### config.mk
export PLATFORM = sky130hd
export DESIGN_NAME = word_fetch_scheduler
export DESIGN_NICKNAME = d
export VERILOG_FILES = /design/src/rtl/word_fetch_scheduler.sv
export SDC_FILE = /design/constraint.sdc
export NUM_CORES = 1
export LEC_CHECK = 0
export ABC_AREA = 1
export BUFFER_PORTS_ARGS = -buffer_cell sky130_fd_sc_hd__buf_2
export CAP_MARGIN = 10
export CORE_UTILIZATION = 48
export CTS_BUF_LIST = sky130_fd_sc_hd__clkbuf_2
export DETAILED_ROUTE_END_ITERATION = 16
export PLACE_DENSITY = 0.8
export REMOVE_ABC_BUFFERS = 1
export SYNTH_ARGS = -nofsm -noshare
export SYNTH_HDL_FRONTEND = slang
export SYNTH_SLANG_ARGS = --single-unit
### constraint.sdc
create_clock -name clk -period 1.7 [get_ports clk]
set_clock_uncertainty 0.15 [all_clocks]
set_input_delay 0.255 -clock clk [delete_from_list [all_inputs] [get_ports clk]]
set_output_delay 0.255 -clock clk [all_outputs]
set_load 0.02 [all_outputs]
### src/rtl/word_fetch_scheduler.sv
// Round-robin scheduler sharing the qspi word-list fetch path between two requesters.
// Optional one-entry result cache is enabled by defining WORD_FETCH_CACHE_EN.
module word_fetch_scheduler #(
    parameter int FETCH_CYCLES = 40,
    parameter int GUARD_CYCLES = 48
) (
    input  logic        clk,
    input  logic        rst,
    input  logic        offscreen,
    input  logic [11:0] window_left,
    input  logic        req0,
    input  logic        req1,
    input  logic [23:0] addr0,
    input  logic [23:0] addr1,
    output logic        gnt0,
    output logic        gnt1,
    output logic        done0,
    output logic        done1,
    output logic [31:0] rdata,
    output logic        fetch,
    output logic [23:0] fetch_addr,
    input  logic [31:0] fetch_result,
    output logic        busy,
    output logic [7:0]  abort_count
);
    localparam int CNT_W = $clog2(FETCH_CYCLES + 1);
    localparam logic [CNT_W-1:0] CNT_LOAD = CNT_W'(FETCH_CYCLES);
    localparam logic [CNT_W-1:0] CNT_LAST = CNT_W'(1);
    localparam logic [11:0] GUARD = 12'(GUARD_CYCLES);

    typedef enum logic [1:0] {IDLE, WAIT, DONE} state_t;

    state_t           state;
    logic [CNT_W-1:0] cnt;
    logic             last_served;
    logic             cur;

    logic             any_req;
    logic             sel;
    logic [23:0]      sel_addr;
    logic             window_ok;
    logic             fetch_done;
    logic             cache_hit;
    logic [31:0]      hit_data;

    function automatic logic [7:0] sat_inc(input logic [7:0] v);
        return (v == 8'hff) ? v : v + 8'd1;
    endfunction

    // With both requesting, the one not served last wins; an aborted fetch leaves
    // last_served untouched so the same requester is retried first.
    assign any_req    = req0 | req1;
    assign sel        = (req0 && req1) ? ~last_served : req1;
    assign sel_addr   = sel ? addr1 : addr0;
    assign window_ok  = offscreen && (window_left >= GUARD);
    assign fetch_done = (state == WAIT) && offscreen && (cnt == CNT_LAST);

`ifdef WORD_FETCH_CACHE_EN
    logic        cache_valid;
    logic [23:0] cache_tag;
    logic [31:0] cache_data;

    always_ff @(posedge clk) begin
        if (rst)
            cache_valid <= 1'b0;
        else if (fetch_done)
            cache_valid <= 1'b1;
    end

    always_ff @(posedge clk) begin
        if (fetch_done) begin
            cache_tag  <= fetch_addr;
            cache_data <= fetch_result;
        end
    end

    assign cache_hit = cache_valid && (sel_addr == cache_tag);
    assign hit_data  = cache_data;
`else
    assign cache_hit = 1'b0;
    assign hit_data  = '0;
`endif

    always_ff @(posedge clk) begin
        if (rst) begin
            state       <= IDLE;
            busy        <= 1'b0;
            cnt         <= '0;
            cur         <= 1'b0;
            last_served <= 1'b1;
            gnt0        <= 1'b0;
            gnt1        <= 1'b0;
            done0       <= 1'b0;
            done1       <= 1'b0;
            fetch       <= 1'b0;
            fetch_addr  <= '0;
            rdata       <= '0;
            abort_count <= '0;
        end else begin
            gnt0  <= 1'b0;
            gnt1  <= 1'b0;
            done0 <= 1'b0;
            done1 <= 1'b0;
            fetch <= 1'b0;
            case (state)
                IDLE: begin
                    if (any_req && cache_hit) begin
                        gnt0        <= ~sel;
                        gnt1        <= sel;
                        done0       <= ~sel;
                        done1       <= sel;
                        rdata       <= hit_data;
                        last_served <= sel;
                        state       <= DONE;
                        busy        <= 1'b1;
                    end else if (any_req && window_ok) begin
                        fetch      <= 1'b1;
                        fetch_addr <= sel_addr;
                        gnt0       <= ~sel;
                        gnt1       <= sel;
                        cur        <= sel;
                        cnt        <= CNT_LOAD;
                        state      <= WAIT;
                        busy       <= 1'b1;
                    end
                end
                WAIT: begin
                    // A closing window wins over completion in the same cycle.
                    if (!offscreen) begin
                        state       <= IDLE;
                        busy        <= 1'b0;
                        abort_count <= sat_inc(abort_count);
                    end else if (fetch_done) begin
                        rdata       <= fetch_result;
                        done0       <= ~cur;
                        done1       <= cur;
                        last_served <= cur;
                        state       <= DONE;
                    end else begin
                        cnt <= cnt - CNT_LAST;
                    end
                end
                DONE: begin
                    state <= IDLE;
                    busy  <= 1'b0;
                end
                default: begin
                    state <= IDLE;
                    busy  <= 1'b0;
                end
            endcase
        end
    end
endmodule

======== Yosys cells after proc, flatten, opt, wreduce, memory -nomap -nowiden ========
Cells that the tools add are included.
storage, ports and cells
  register bits ........................... 80
  bits of input ports ..................... 97
  output and inout port bits .............. 70
  word-level logic and storage cells ...... 64
cells by class
  add/sub/neg operators ................... 2
  order comparisons ....................... 1
  eq/ne operators ......................... 8
  multiplexer cells ....................... 14
  bitwise operators ....................... 10
  reductions and logical operators ........ 16
operators with widths
  cell                 number
  $mux 24              1
  $mux 6               3
  $ge 12x6->1 const B  1
  $pmux 6 s2           1
  $not 1->1            9
  $add 8x1->8 const B  1
  $eq 8x8->1 const B   1
  $ne 2x2->1 const B   4
  $eq 6x1->1 const B   1
  $mux 2               3
  $reduce_and 2->1     3
  $reduce_and 3->1     2
  $sub 6x1->6 const B  1
  $logic_and 1x1->1    5
  $mux 1               4
  $pmux 2 s2           1
  $reduce_and 4->1     1
  $reduce_or 4->1      1
  $ne 3x3->1 const B   1
  $reduce_or 3->1      1
  $eq 2x1->1 const B   1
  $logic_not 2->1      1
  $pmux 1 s2           1
  $reduce_bool 2->1    1
  2 further kinds      2

======== Longest topological paths before layout ========
Gate-level depths: netlist of run 1.
  depth after elaboration ................. 6
  depth in mapped cells ................... 9
  mapped depth without buffers ............ 9

======== Worst setup path after synthesis of run 1 ========
No wires, ideal clock.
  kind .................................... register to register
  start point ............................. reg abort_count[1]
  end point ............................... reg abort_count[5]
  setup time .............................. 0.132 ns
  data arrival time ....................... 1.270 ns
  required time ........................... 1.418 ns
  slack ................................... 0.148 ns
  cell stages (with the launch flop) ...... 9
  path buffers ............................ 0
  period minus slack after synthesis ...... 1.552 ns
  cells stage by stage .................... dfxtp_1 > ha_1 > nand3_1 > nor2_1 > nand2_1 > nand2_2 > inv_2 > nand2_1 > a21oi_1
on the way
  word-level cells in the longest chain between the ends .. 3
  elaborated cells on any way between the ends .. 4
  those cells by class .................... add/sub: 1; eq/ne: 1; bitwise: 1; reduce/logical: 1
RTL lines
  what                                                                 RTL line  source
  from (decl)                                                          24        output logic [7:0] abort_count
  from (signal assigned)                                               132       abort_count <= sat_inc(abort_count);
  parallel branches: the longest is 3 deep, another holds $add 8x1->8  -
Parallel ways; which one is timed is not known.
A chain may end at the register's enable or synchronous reset.

======== Final worst setup path of run 1 ========
  start point ............................. reg cnt[1]
  end point ............................... reg rdata[13]
on the way
  word-level cells in the longest chain between the ends .. 3
RTL lines
  what                               RTL line  source
  from (decl)                        34        logic [CNT_W-1:0] cnt;
  from (signal assigned)             140       cnt <= cnt - CNT_LAST;
  $eq 6x1->1                         56        assign fetch_done = (state == WAIT) && offscreen && (cnt == CNT_LAST);
  $logic_and 1x1->1                  56
  $reduce_and 3->1 (no source line)  -
  to (signal assigned)               112       rdata <= hit_data;
  to (signal assigned)               134       rdata <= fetch_result;
  to (decl)                          19        output logic [31:0] rdata,
Every way passes these cells.

==> results of run 1 <==
==> cell type report <==
| type | instances | area, um2 |
|---|---|---|
| Clock buffer | 9 | 45.0 |
| Clock inverter | 7 | 101 |
| Fill cell | 422 | 1330 |
| Inverter | 23 | 91.3 |
| Multi-Input combinational cell | 360 | 1680 |
| Sequential cell | 80 | 1610 |
| Tap cell | 96 | 120 |
| Timing Repair Buffer | 269 | 1890 |
==> critical path, stage by stage (launching register included) <==
cell     delay [ns]
dfxtp_2        0.39
inv_2          0.05
ha_4           0.16
nand4_4        0.11
nor2_4         0.05
buf_4          0.13
nor2_4         0.34
nand2_1        0.13
nand2_1        0.11
==> power groups by stage <==
stage                     Combinational [mW]  Clock (mW)  Sequential [mW]
after floorplan                        0.265           0             2.08
after global placement                 0.594           0             2.01
after detailed placement               0.608           0             2.01
after CTS                              0.763        1.22             1.98
after global routing                   0.875        1.30             1.99
final                                  0.817        1.23             1.98
==> worst max path at each step <==
stage,start,to,slack [ns],cells after the start
6_report,cnt[1]$_SDFFE_PP0P_,rdata[13]$_SDFFE_PP0P_,0.03,8
5_1_grt,cnt[2]$_SDFFE_PP0P_,rdata[13]$_SDFFE_PP0P_,-0.01,9
4_1_cts,cnt[1]$_SDFFE_PP0P_,rdata[28]$_SDFFE_PP0P_,0.02,10
3_5_place_dp,cnt[1]$_SDFFE_PP0P_,rdata[31]$_SDFFE_PP0P_,-0.41,7
3_3_place_gp,cnt[1]$_SDFFE_PP0P_,rdata[25]$_SDFFE_PP0P_,-0.31,7
2_1_floorplan,state[1]$_SDFFE_PP0P_,cnt[0]$_SDFFE_PP0P_,-0.16,5
==> metal layers <==
layer	track usage (%)	up-vias	routed length (um)	share of wire [%]
li1	-	2064	-	-
met1	34.8	2038	4480	36
met2	59.7	273	6310	51
met3	7.01	80	931	7.5
met4	25.0	0	745	6.0
met5	0	-	0	0
==> logic make-up (layout without fill, tap and decap cells) <==
kind of cell	Yosys count	in the layout	synth area share, %
flops	80	80	46.2
compound gates	44	44	6.36
buf+inv	46	308	6.25
simple gates	307	308	38.8
xor+xnor	5	5	1.26
fa+ha+maj	3	3	1.08
==> cells in the final DEF (no fill, tap or decap), types with 3 or more instances in the layout <==
cell type and n:
nand4_1 24, nand2_1 228, clkbuf_2 9, dlygate4sd3_1 82, nor2_2 3, a21oi_1 39, nand3_1 14, inv_1 15
xor2_1 3, nand2_2 5, dfxtp_2 5, nor3_1 4, nor2_1 17, inv_6 3, buf_2 162, buf_4 20
inv_2 7, nor2_4 5, buf_12 4, dfxtp_1 75, o21ai_0 4
==> per-stage QoR <==
stage | power (mW) | std cells | cell area [um2] | hold WS (ns) | util, %
floorplan | 2.34 | 462 | 3330 | 0.174 | -
global placement | 2.60 | 740 | 4440 | 0.282 | 64.6
detailed placement | 2.62 | 740 | 4440 | 0.285 | 64.6
CTS | 3.96 | 841 | 5490 | 0.0530 | 79.9
global route | 4.17 | 844 | 5540 | 0.0864 | 80.6
finish | 4.02 | 844 | 5540 | 0.103 | 80.6
==> flip-flops by register name (all words and copies together) (netlist names) <==
name         cells
fetch            1
last_served      1
gnt0             1
state            2
cnt              6
gnt1             1
abort_count      8
rdata           32
busy             1
done0            1
done1            1
cur              1
fetch_addr      24
==> what timing repair did <==
| action | 4_1_cts | 5_1_grt |
|---|---|---|
| pin swaps | 2 | 3 |
| gates resized for setup | 9 | 5 |
| buffers inserted | 1 | 3 |
| setup endpoints to repair | 32 | 38 |
| hold buffers | 82 | 0 |
| endpoints found under the hold margin | 56 | 0 |
| cloned | 2 | 0 |
==> impl_metrics.env, run 1 <==
export IMPL_outcome="complete, no violations"
export IMPL_synth_seq_cells=80
export IMPL_fmax_mhz=600
export IMPL_yosysWarnings=0
export IMPL_synth_top_cell_area_share_pct=46.2
export IMPL_postSynthAreaPerCell_um2=7.14
export IMPL_final_nets=843
export IMPL_die_w_um=86.9
export IMPL_synth_common_cells="228 x nand2_1, 80 x dfxtp_1, 39 x a21oi_1"
export IMPL_synth_seq_area_share_pct=46.2
export IMPL_cp_start_kind="flip-flop"
export IMPL_post_route_period_util_pct=98.1
export IMPL_die_y_um=86.9
export IMPL_vias=4455
export IMPL_rows=30
export IMPL_grtUsageTotal_pct=33.6
export IMPL_worstPathArrival_ns=1.97
export IMPL_synthTopCellsByArea="dfxtp_1 46%, nand2_1 25%, a21oi_1 5.6%"
export IMPL_grt_antenna_before_repair=0
export IMPL_clock_path_buffers=2
export IMPL_areaGrowthSynthToFinish_pct=59.9
export IMPL_fin_crit_ns=1.67
export IMPL_p_int_mw=2.83
export IMPL_peakVddDrop_uv=518
export IMPL_start_util_pct=50.4
export IMPL_drc_errors=0
export IMPL_synthCells=485
export IMPL_holdPathEnd="abort_count[6]$_SDFFE_PP0P_"
export IMPL_critical_path_endpoint_type="flip-flop"
export IMPL_r2r_end="rdata[13]$_SDFFE_PP0P_"
export IMPL_gp_congestion=0.814
export IMPL_switchingPower_mw=1.19
export IMPL_tightest_slew_ns=0.461
export IMPL_share_comb_of_total_power_pct=20.3
export IMPL_p_seq_share_pct=49.2
export IMPL_timing_rr_start="cnt[1]$_SDFFE_PP0P_"
export IMPL_rrSetupSlack_ns=0.03
export IMPL_hold_path_class="primary input to flip-flop"
export IMPL_vias_per_cell=5.28
export IMPL_synth_flop_cell="dfxtp_1"
export IMPL_core_um2=6870
export IMPL_fin_ws_ns=0.0325
export IMPL_netlist_area_um2=3460
export IMPL_power_density_nw_per_um2=727
export IMPL_synth_edf_count=0
export IMPL_die_area_um2=7560
export IMPL_hold_depth=5
export IMPL_drive_gt1_share_pct=31.4
export IMPL_routedWlPerCell_um=14.8
export IMPL_grt_max_degree=39
export IMPL_insertion_delay_ns=0.51
export IMPL_io_buffers=162
export IMPL_worst_ep_required_time_ns=2.00
export IMPL_drv_cap=0
export IMPL_slew_violations=0
export IMPL_cts_buffers=9
export IMPL_cts_sinks=80
export IMPL_grt_overflow=0
export IMPL_grt_pass1_wl_um=19500
export IMPL_synth_cell_types=29
export IMPL_synth_area_leader_cell="dfxtp_1"
export IMPL_rr_worst_depth=8
export IMPL_htree_levels=3
export IMPL_antenna_cells=0
export IMPL_yosysMostFrequentCell="nand2_1"
export IMPL_firstDrtPassIters=7
export IMPL_setup_violations=0
export IMPL_p_leak_nw=2.85
export IMPL_critical_path_max_fanout=16
export IMPL_drt_total_wl_um=12500
export IMPL_clk_pin_slew_ns=0.23
export IMPL_grt_pass1_vias=4432
export IMPL_worst_slew_margin_rel_pct=69.2
export IMPL_dpl_hpwl_um=6350
export IMPL_synthArstFlopShare_pct=0
export IMPL_path_class="flip-flop to flip-flop"
export IMPL_clockPowerShare_pct=30.5
export IMPL_hp_start="offscreen"
export IMPL_pre_cts_slack_ns=-0.415
export IMPL_postRouteAntennaNets=0
export IMPL_hold_viol=0
export IMPL_fin_setup_tns_ns=0
export IMPL_clockRootBuffer="clkbuf_2"
export IMPL_switching_share_pct=29.6
export IMPL_drtIter0Drc=303
export IMPL_pin_count=167
export IMPL_cts_tree="yes"
(Power assumes the default switching activity.)
==> run 2, diff against run 1 <==
Settings changed: CORE_MARGIN from default to 2.
==> impl_metrics.env, run 2 (same netlist as run 1, synthesis figures left out) <==
export IMPL_outcome="complete, no violations"
export IMPL_slowest_stage="dlygate4sd3_1"
export IMPL_grt_antenna_before_repair=1
export IMPL_grt_max_degree=38
export IMPL_cts_buffers=9
export IMPL_rrSetupSlack_ns=0.05
export IMPL_grt_pass1_wl_um=21100
export IMPL_path_cells="dlygate4sd3_1, buf_2, buf_4, inv_2, nor2_4, buf_4, nand2_1, nand2_1, nand2_1, nand3_1, nand2_1"
export IMPL_worst_path_buf_inv=5
export IMPL_path_class="primary input to flip-flop"
export IMPL_grt_pass1_vias=4598
export IMPL_largest_reg_flops=32
export IMPL_drc_errors=0
export IMPL_peakVddDrop_uv=506
export IMPL_hold_depth=5
export IMPL_p_seq_share_pct=51.4
export IMPL_drive_gt1_share_pct=31.6
export IMPL_die_area_um2=7910
export IMPL_holdPathEnd="gnt0$_SDFF_PP0_"
export IMPL_drv_cap=0
export IMPL_pin_count=167
export IMPL_htree_levels=3
export IMPL_top_register="rdata"
export IMPL_worst_ep_required_time_ns=2.04
export IMPL_clockPowerShare_pct=26.7
export IMPL_fin_ws_ns=0.0438
export IMPL_worstPathArrival_ns=1.99
export IMPL_gp_congestion=0.818
export IMPL_slew_violations=0
export IMPL_fin_setup_tns_ns=0
export IMPL_clk_pin_slew_ns=0.27
export IMPL_io_buffers=162
export IMPL_top_regs="rdata x32, fetch_addr x24, abort_count x8"
export IMPL_rr_worst_depth=8
export IMPL_post_route_period_util_pct=97.4
export IMPL_die_y_um=88.9
export IMPL_pre_cts_slack_ns=-0.409
export IMPL_fmax_mhz=604
export IMPL_cts_sinks=80
export IMPL_rows=30
export IMPL_grt_overflow=0
export IMPL_core_um2=6910
export IMPL_drtIter0Drc=478
export IMPL_crit_start="offscreen"
export IMPL_place_area_um2=4450
export IMPL_vias=4616
export IMPL_hold_viol=0
export IMPL_critical_path_max_fanout=25
export IMPL_grtUsageTotal_pct=35.2
export IMPL_p_int_mw=2.58
export IMPL_utilization_pct=80.3
export IMPL_vias_per_cell=5.44
export IMPL_fin_crit_ns=1.66
export IMPL_tightest_slew_ns=0.407
export IMPL_mostFrequentLayoutCells="229 x nand2_1, 162 x buf_2, 84 x dlygate4sd3_1"
export IMPL_critical_path_endpoint_type="flip-flop"
export IMPL_p_leak_nw=2.85
export IMPL_hold_path_class="primary input to flip-flop"
export IMPL_r2r_end="abort_count[2]$_SDFFE_PP0P_"
export IMPL_clockRootBuffer="clkbuf_2"
export IMPL_routedWlPerCell_um=16.1
export IMPL_switching_share_pct=33.1
export IMPL_final_common_cell="nand2_1"
export IMPL_drt_total_wl_um=13700
export IMPL_dpl_hpwl_um=6580
export IMPL_cts_tree="yes"
export IMPL_cp_common_cell="nand2_1"
export IMPL_areaGrowthSynthToFinish_pct=60.0
export IMPL_setup_violations=0
export IMPL_start_util_pct=50.1
export IMPL_whs_ns=0.0743
export IMPL_max_stage_delay_ns=0.55
export IMPL_firstDrtPassIters=6
export IMPL_postRouteAntennaNets=0
export IMPL_worst_slew_margin_rel_pct=72.9
export IMPL_die_w_um=88.9
export IMPL_timing_rr_start="abort_count[0]$_SDFFE_PP0P_"
export IMPL_hp_start="req0"
export IMPL_insertion_delay_ns=0.56
export IMPL_final_cell_area_um2=5540
export IMPL_cp_start_kind="primary input"
export IMPL_clock_path_buffers=2
export IMPL_final_nets=847
export IMPL_switchingPower_mw=1.27
export IMPL_share_comb_of_total_power_pct=21.9
export IMPL_power_density_nw_per_um2=695
export IMPL_cpLargestDelayFamily="buffers and inverters"
[run 2: cell count changes in the layout (fill, tap and decap cells not counted), moves of 2 or more]
| cell | previous run | this run |
|---|---|---|
| bufinv_16 | 2 | 0 |
| clkbuf_16 | 0 | 2 |
| dlygate4sd3_1 | 82 | 84 |
| inv_8 | 0 | 3 |
[run 2: final cells by class]
type | instances | area, um2
antenna | 1 | 2.50
clock buffer | 9 | 45.0
clock inverter | 7 | 67.6
fill | 452 | 1360
inverter | 23 | 96.3
multi-input combinational | 361 | 1680
sequential | 80 | 1610
tap | 96 | 120
timing repair buffer | 272 | 1920
[run 2: timing repair]
item,CTS,global route
setup endpoints to repair,32,46
buffers inserted,1,2
gates cloned,1,3
gates resized for setup,2,16
pin swaps,1,3
hold buffers,84,0
hold endpoints to repair,59,0
[run 2: how the worst max path moves through the flow]
stage	endpoint	depth (start not counted)	slack [ns]
4_1_cts	rdata[12]$_SDFFE_PP0P_	8	0.03
6_report	busy$_SDFFE_PP0P_	11	0.04
3_5_place_dp	rdata[12]$_SDFFE_PP0P_	7	-0.41
2_1_floorplan	cnt[0]$_SDFFE_PP0P_	5	-0.16
5_1_grt	abort_count[2]$_SDFFE_PP0P_	8	-0.07
3_3_place_gp	rdata[12]$_SDFFE_PP0P_	7	-0.31
[run 2: power groups by stage]
stage / registers (mW) / clock network (mW) / logic, mW
after global routing: 1.99 / 1.13 / 0.899
after CTS: 1.98 / 1.03 / 0.769
final: 1.98 / 1.03 / 0.843
after detailed placement: 2.01 / 0 / 0.614
after global placement: 2.01 / 0 / 0.598
after floorplan: 2.08 / 0 / 0.265
[run 2: metal layers]
metal  up-vias  track usage [%]  routed length (um)
met5         -                0                   0
met4         0             25.0                 989
met3       104             10.3                1050
met2       344             57.7                6900
met1      2090             39.1                4750
li1       2078                -                   -
[run 2: tightest hold or removal path, cell delays in order]
cell     delay [ns]
buf_2          0.10
nand2_1        0.06
nand2_2        0.13
inv_6          0.11
nor2_1         0.12
[run 2: per-stage QoR]
| step | power, mW | instances |
|---|---|---|
| floorplan | 2.34 | 462 |
| global placement | 2.61 | 741 |
| detailed placement | 2.63 | 741 |
| CTS | 3.77 | 843 |
| global route | 4.02 | 849 |
| finish | 3.86 | 849 |
